`config.mk`:
```
export PLATFORM = sky130hd
export DESIGN_NAME = seg7_scan_reader
export DESIGN_NICKNAME = d
export VERILOG_FILES = /design/src/rtl/seg7_scan_reader.sv
export SDC_FILE = /design/constraint.sdc
export NUM_CORES = 1
export LEC_CHECK = 0
export ABC_AREA = 0
export BUFFER_PORTS_ARGS = -buffer_cell sky130_fd_sc_hd__buf_2
export CAP_MARGIN = 40
export CELL_PAD_IN_SITES_DETAIL_PLACEMENT = 0
export CELL_PAD_IN_SITES_GLOBAL_PLACEMENT = 1
export CORE_UTILIZATION = 35
export CTS_CLUSTER_DIAMETER = 100
export CTS_CLUSTER_SIZE = 40
export DETAILED_ROUTE_END_ITERATION = 7
export PLACE_DENSITY_LB_ADDON = 0.1
export SLEW_MARGIN = 20
export SYNTH_ARGS = -nofsm -noshare
export SYNTH_HDL_FRONTEND = slang
export SYNTH_SLANG_ARGS = --single-unit
export TNS_END_PERCENT = 10
```
`constraint.sdc`:
```
create_clock -name clk -period 6.2 [get_ports clk]
set_input_delay 0.62 -clock clk [delete_from_list [all_inputs] [get_ports clk]]
set_output_delay 0.62 -clock clk [all_outputs]
set_load 0.01 [all_outputs]
```
`src/rtl/seg7_scan_reader.sv`:
```
// seg7_scan_reader: receive side of the multiplexed 7-segment display bus.
// Samples anode selects and active-low segment lines, accepts a digit once
// the bus has been stable for STABLE_CYC edges, decodes it back into a
// 4-bit value and tracks frame completion across all DIGITS positions.
// Optional macro SEG7_HEX_DECODE_EN: also recognise the A-F patterns.
module seg7_scan_reader #(
  parameter int DIGITS     = 8,
  parameter int STABLE_CYC = 4
) (
  input  logic                  clk,
  input  logic                  rst,
  input  logic [DIGITS-1:0]     an_in,
  input  logic [7:0]            seg_in,
  output logic [4*DIGITS-1:0]   digits,
  output logic [DIGITS-1:0]     dp_out,
  output logic [DIGITS-1:0]     valid_mask,
  output logic [DIGITS-1:0]     blank_mask,
  output logic                  frame_valid,
  output logic                  err
);

  typedef enum logic [1:0] {
    IDLE   = 2'd0,
    SETTLE = 2'd1,
    HELD   = 2'd2
  } state_t;

  localparam logic [7:0] LAST_CNT = 8'(STABLE_CYC - 1);

  state_t                r_state;
  logic [7:0]            r_cnt;
  logic [DIGITS+7:0]     r_s_q;
  logic [DIGITS-1:0]     r_seen;
  logic [4*DIGITS-1:0]   r_digits;
  logic [DIGITS-1:0]     r_dp;
  logic [DIGITS-1:0]     r_valid;
  logic [DIGITS-1:0]     r_blank;
  logic                  r_frame;
  logic                  r_err;

  logic [DIGITS-1:0]     w_sel;
  logic                  w_match;
  logic                  w_single;
  logic                  w_multi;
  logic                  w_dec_ok;
  logic                  w_blank;
  logic [3:0]            w_dec_val;
  logic [DIGITS-1:0]     w_seen_next;

  // Anode qualification: one-hot-low selects a position, multi-hot is an error
  always_comb begin
    w_sel       = ~an_in;
    w_match     = ({an_in, seg_in} == r_s_q);
    w_single    = (w_sel != '0) && ((w_sel & (w_sel - DIGITS'(1))) == '0);
    w_multi     = (w_sel != '0) && !w_single;
    w_seen_next = r_seen | w_sel;
  end

  // Segment pattern decode for seg_in[6:0]
  always_comb begin
    w_dec_ok  = 1'b1;
    w_blank   = 1'b0;
    w_dec_val = 4'd0;
    case (seg_in[6:0])
      7'h40: w_dec_val = 4'd0;
      7'h79: w_dec_val = 4'd1;
      7'h24: w_dec_val = 4'd2;
      7'h30: w_dec_val = 4'd3;
      7'h19: w_dec_val = 4'd4;
      7'h12: w_dec_val = 4'd5;
      7'h02: w_dec_val = 4'd6;
      7'h78: w_dec_val = 4'd7;
      7'h00: w_dec_val = 4'd8;
      7'h10: w_dec_val = 4'd9;
`ifdef SEG7_HEX_DECODE_EN
      7'h08: w_dec_val = 4'd10;
      7'h03: w_dec_val = 4'd11;
      7'h46: w_dec_val = 4'd12;
      7'h21: w_dec_val = 4'd13;
      7'h06: w_dec_val = 4'd14;
      7'h0E: w_dec_val = 4'd15;
`endif
      7'h7F: begin
        w_dec_ok = 1'b0;
        w_blank  = 1'b1;
      end
      default: w_dec_ok = 1'b0;
    endcase
  end

  // Stability FSM, capture into per-position registers and frame tracking
  always_ff @(posedge clk) begin
    if (!rst) begin
      r_state  <= IDLE;
      r_cnt    <= '0;
      r_s_q    <= '1;
      r_seen   <= '0;
      r_digits <= '0;
      r_dp     <= '0;
      r_valid  <= '0;
      r_blank  <= '0;
      r_frame  <= 1'b0;
      r_err    <= 1'b0;
    end else begin
      r_s_q   <= {an_in, seg_in};
      r_frame <= 1'b0;
      r_err   <= 1'b0;
      if (!w_match) begin
        r_cnt   <= 8'd1;
        r_state <= w_single ? SETTLE : IDLE;
        if (w_multi) r_err <= 1'b1;
      end else begin
        case (r_state)
          SETTLE: begin
            r_cnt <= r_cnt + 8'd1;
            if (r_cnt == LAST_CNT) begin
              r_state <= HELD;
              for (int unsigned i = 0; i < DIGITS; i++) begin
                if (w_sel[i]) begin
                  r_dp[i] <= ~seg_in[7];
                  if (w_dec_ok) begin
                    r_digits[4*i +: 4] <= w_dec_val;
                    r_valid[i]         <= 1'b1;
                    r_blank[i]         <= 1'b0;
                  end else begin
                    r_valid[i] <= 1'b0;
                    r_blank[i] <= w_blank;
                  end
                end
              end
              if (!w_dec_ok && !w_blank) r_err <= 1'b1;
              if (w_seen_next == '1) begin
                r_frame <= 1'b1;
                r_seen  <= '0;
              end else begin
                r_seen <= w_seen_next;
              end
            end
          end
          HELD:    r_state <= HELD;
          default: r_state <= IDLE;
        endcase
      end
    end
  end

  assign digits      = r_digits;
  assign dp_out      = r_dp;
  assign valid_mask  = r_valid;
  assign blank_mask  = r_blank;
  assign frame_valid = r_frame;
  assign err         = r_err;

endmodule

```
# Word-level counts from Yosys, hierarchy flattened
# Index checks and enable logic that the tools add are counted.
word_totals:
  out_inout_bits: 58
  reg_bits: 92
  wordCells: 109
classes:
  n_eq_ne: 17
  n_mux: 18
  reduce_logical: 29
  bitwise: 4
  add_sub_neg: 2
op_table:
  columns: ["operator", "count"]
  rows:
  - ["5-bit AND reduction", 8]
  - ["4-bit one-hot mux with 9 select lines", 1]
  - ["4-bit AND reduction", 9]
  - ["7-bit equality test, second input constant", 4]
  - ["7-bit by 5-bit equality test with 1-bit output, second input constant", 3]
  - ["16-bit equality test", 1]
  - ["7-bit by 6-bit equality test with 1-bit output, second input constant", 2]
  - ["1-bit two-way mux", 13]
  - ["10-bit OR reduction", 1]
  - ["8-bit by 1-bit adder with 8-bit output, second input constant", 1]
  - ["8-bit bitwise AND", 1]
  - ["8-bit by 2-bit equality test with 1-bit output, second input constant", 1]
  - ["8-bit equality test, second input constant", 1]
  - ["8-bit zero test", 1]
  - ["8-bit two-way mux", 1]
  - ["8-bit inverter", 1]
  - ["8-bit bitwise OR", 1]
  - ["8-bit nonzero test", 1]
  - ["8-bit by 1-bit subtractor with 8-bit output, second input constant", 1]
  - ["7-bit by 2-bit equality test with 1-bit output, second input constant", 1]
  - ["7-bit zero test", 1]
  - ["2-bit two-way mux", 2]
  - ["2-bit one-hot mux with 2 select lines", 1]
  - ["1-bit logical AND", 3]
  - ["8 further kinds", 10]

# Logic depth before layout (Yosys ltp)
depth:
  depth_word: 9
  depth_mapped: 8
  mapped_depth_nobuf: 7

# Worst setup path after synthesis
# No wires, ideal clock.
synth_path:
  path_kind: "in2reg"
  start: "in seg_in[0]"
  end: "reg r_digits[12] (netlist: digits[12])"
  setup_ns: 0.077
  path_buffers: 2
  cell_stages: 7
  setup_slack_ns: 3.967
  t_required_ns: 6.123
  arrival_ns: 2.156
  path_cell_list: "buf_2 xor2_1 nor4_2 nand4_2 buf_4 nor3_2 mux2i_1"
synth_between:
  elab_chain_len: 4
  word_cells_on_any_way: 15
synth_lines:
  columns: ["element", "line_no", "text"]
  rows:
  - ["start, declared", "13", "input logic [7:0] seg_in,"]
  - ["7-bit by 5-bit equality test with 1-bit output (tied with other cells)", "64", "case (seg_in[6:0])"]
  - ["10-bit OR reduction (no line)", null, null]
  - ["1-bit two-way mux", "64", null]
  - ["5-bit AND reduction (no line)", null, null]
  - ["end signal, assigned by index", "122", "r_digits[4*i +: 4] <= w_dec_val;"]
  - ["end, declared", "34", "logic [4*DIGITS-1:0] r_digits;"]
# Several ways; a longest one is shown, not always the timed one.
# A chain may end at the register's enable or synchronous reset.

# Worst setup path after layout
layout_path:
  start: "reg r_cnt[0]"
  end: "reg r_seen[6]"
layout_between:
  elab_chain_len: 2
layout_lines:
  columns: ["element", "line_no", "text"]
  rows:
  - ["start, declared", "31", "logic [7:0] r_cnt;"]
  - ["start signal, assigned", "115", "r_cnt <= r_cnt + 8'd1;"]
  - ["8-bit by 2-bit equality test with 1-bit output", "116", "if (r_cnt == LAST_CNT) begin"]
  - ["3-bit AND reduction (no line)", null, null]
  - ["end signal, assigned", "136", "r_seen <= w_seen_next;"]
  - ["end, declared", "33", "logic [DIGITS-1:0] r_seen;"]
# No other way between the ends.

==> run metrics <==
status=completed; IO buf count=75; Worst VDD drop=143 uV; Switching Share=23.3%; Seq/Total Area, Yosys=46.1%; DR pass1 iterations=4; Post-synth top flop=dfxtp_1; Setup Skew=0.00881 ns; Cells after Synth=417; DR DRC count=0; synth cell count leaders=dfxtp_1 (92), nand2_1 (54), mux2i_1 (26); largest net degree at the start of global routing=64; pre-CTS setup slack=3.18 ns; Internal Dissipation=0.973 mW; HP Class=reg2reg; max-slew violation count=0; IO Pins=76; Die Ht=109 microns; Mapped Nets=437; vias post-DR=3293; final setup fails=0; layout cells sized above 1=24.4%; Resized cells post-CTS=0; initial antenna violation count=0; Iter 0 DRT Violations=238; RePlAce Congestion=0.800; grt met3 use=4.30%; EDFF count, synth=0; Final Hold Vio Count=0; critical path fanouts, max=19; Yosys top cell area share=46.1%; cell taking the most area after synthesis=dfxtp_1; CTS tree=yes; startpoint types=flip-flop; FILL cells=1107; reg2reg path depth=6; Final #Nets=494; fmax=328 MHz; row cnt=38; fraction of registers with async set/reset=0%; Synth Area per Inst=9.57 sq um; H-tree levels=3; flops & latches, synth=92; P&R area growth vs syn=19.2%; layer with the highest usage=met1; Arrival @ worst endpoint=3.28 ns; die width=109 microns; nature of the critical path endpoint=flip-flop; kind of critical path=reg2reg; HPWL after detailed placement=7860 microns; met1 Usage GRT=28.7%; slowest stage delay, CP=0.72 ns; total gr overflow=0; top-count cell post-synth=dfxtp_1; WP data required=6.43 ns; CP Buf/Inv Count=0; Hold Path Stages=2; initial core utilization=36.4%; PnR worst setup slack=3.16 ns; Max clock buf depth=2; core area=11000 sq um; Ys Warns=0; clock latency on the worst-skew pair=0.35 ns; GR Util All Layers=19.7%; Post-Synthesis Cell Area=3990 sq um; Slew @ Worst Pin=0.881 ns; P per Cell Area=266 nW/um^2; CP Depth=6; final worst path period share=49.1%; crit-path leading delay family=simple AND/OR/NAND/NOR gates; Yosys cell types=54; setup TNS=0 ns; Seq. cell area=1840 sq um; P_sw=0.295 mW; Ant. Diodes=0; grt met2 use=28.2%; Layout Cells excl Fill=619; Clock Root Buffer=clkbuf_16; die area=11800 sq um; routed wire length=11100 microns; Slowest-stage cell, CP=and2_1; Placed Cells=603; hold_buf cts=0; first-pass GRT wire length=17500 microns; Max-cap violations=0; relative slew slack=40.3%; routed vias/inst=5.32; area of the multi-input gates=1930 sq um; fin crit period=3.04 ns; clock power share=47.3%; Setup Buffers After CTS=0; Avg WL per Cell=18.0 microns; clock slew at reported path FFs=0.07 ns; Final ANT Viol Nets=0; Pleak=1.87 nW; Comb pwr share=5.4%; CTS sink count=92; dominant cells by area after synthesis=dfxtp_1 (46%), mux2i_1 (6.5%), nand2_1 (5.1%); vias in the first global route=3114; RSZ-0062 raised after global routing=false; Seq pwr share=47.3%; crit-path cells=ha_1 -> or4b_1 -> nor4_2 -> and2_1 -> a31oi_1 -> a21boi_1; CTS buffer count=9
## per-layer routing
metal  part of all wire [%]  vias to the layer above
met2                     43                       94
li1                       -                     1606
met1                     50                     1571
met5                      0                        -
met3                    4.8                       22
met4                    2.2                        0
## layout by cell type (no fill, tap or decap), types with 10 or more instances in the layout
cell	count
a211oi_1	11
a21oi_1	10
a31oi_1	13
buf_2	75
dfxtp_1	92
inv_1	14
mux2i_1	26
nand2_1	54
nand3_1	15
nor2_1	15
o22ai_1	16
xor2_1	20
## sequential cells by signal, summed over array words and instances, names as in the netlist
register / flops
blank_mask: 8
digits: 32
dp_out: 8
err: 1
frame_valid: 1
r_cnt: 8
r_s_q: 16
r_seen: 8
r_state: 2
valid_mask: 8
## path summary, 6_finish.rpt
path	from	endpoint	slack, ns
worst max-delay path	r_cnt[0]	r_seen[6]	3.16
worst min-delay path	r_seen[6]	r_seen[6]	0.45
worst max register to register	r_cnt[0]	r_seen[6]	3.16
worst min register to register	r_seen[6]	r_seen[6]	0.45
## kinds of logic (layout without fill, tap and decap cells)
logic type | Yosys count | in the layout | share of synthesized area, %
adder cells (fa/ha/maj) | 3 | 3 | 0.877
XOR/XNOR | 25 | 25 | 5.48
flip-flops | 92 | 92 | 46.1
AO/OA/AOI/OAI | 83 | 83 | 14.6
multiplexers | 26 | 26 | 6.52
AND/OR/NAND/NOR | 141 | 141 | 21.0
buffers and inverters | 47 | 109 | 5.45
## power by group through the flow
stage	Sequential [mW]	Combinational, mW	Clock (mW)
2_1_floorplan	0.613	0.0478	0
3_3_place_gp	0.614	0.0676	0
3_5_place_dp	0.614	0.0674	0
4_1_cts	0.600	0.0679	0.612
5_1_grt	0.600	0.0741	0.636
6_report	0.600	0.0680	0.600
## tightest hold or removal path: cells and delay by family, from the launching register on
kind,cells,cell delay [ns]
buf+inv,1,0.05
compound gates,1,0.05
flops,1,0.31
## through the flow
| stage | hold slack, ns | cell area, sq um | power (mW) | utilization [%] |
|---|---|---|---|---|
| CTS | 0.454 | 4760 | 1.28 | 43.3 |
| detailed placement | 0.443 | 4440 | 0.681 | 40.4 |
| finish | 0.450 | 4760 | 1.27 | 43.3 |
| global route | 0.476 | 4760 | 1.31 | 43.3 |
| global placement | 0.438 | 4390 | 0.681 | 39.9 |
| floorplan | 0.424 | 3990 | 0.661 | - |
## final cells by class
class / count / share of cell area (%)
clock inverter: 7 / 2.08
timing repair buffer: 79 / 9.10
clock buffer: 9 / 4.73
multi-input combinational: 278 / 40.6
tap: 140 / 3.68
inverter: 14 / 1.10
sequential: 92 / 38.7
Note: power is estimated with default switching activity, not from simulation.
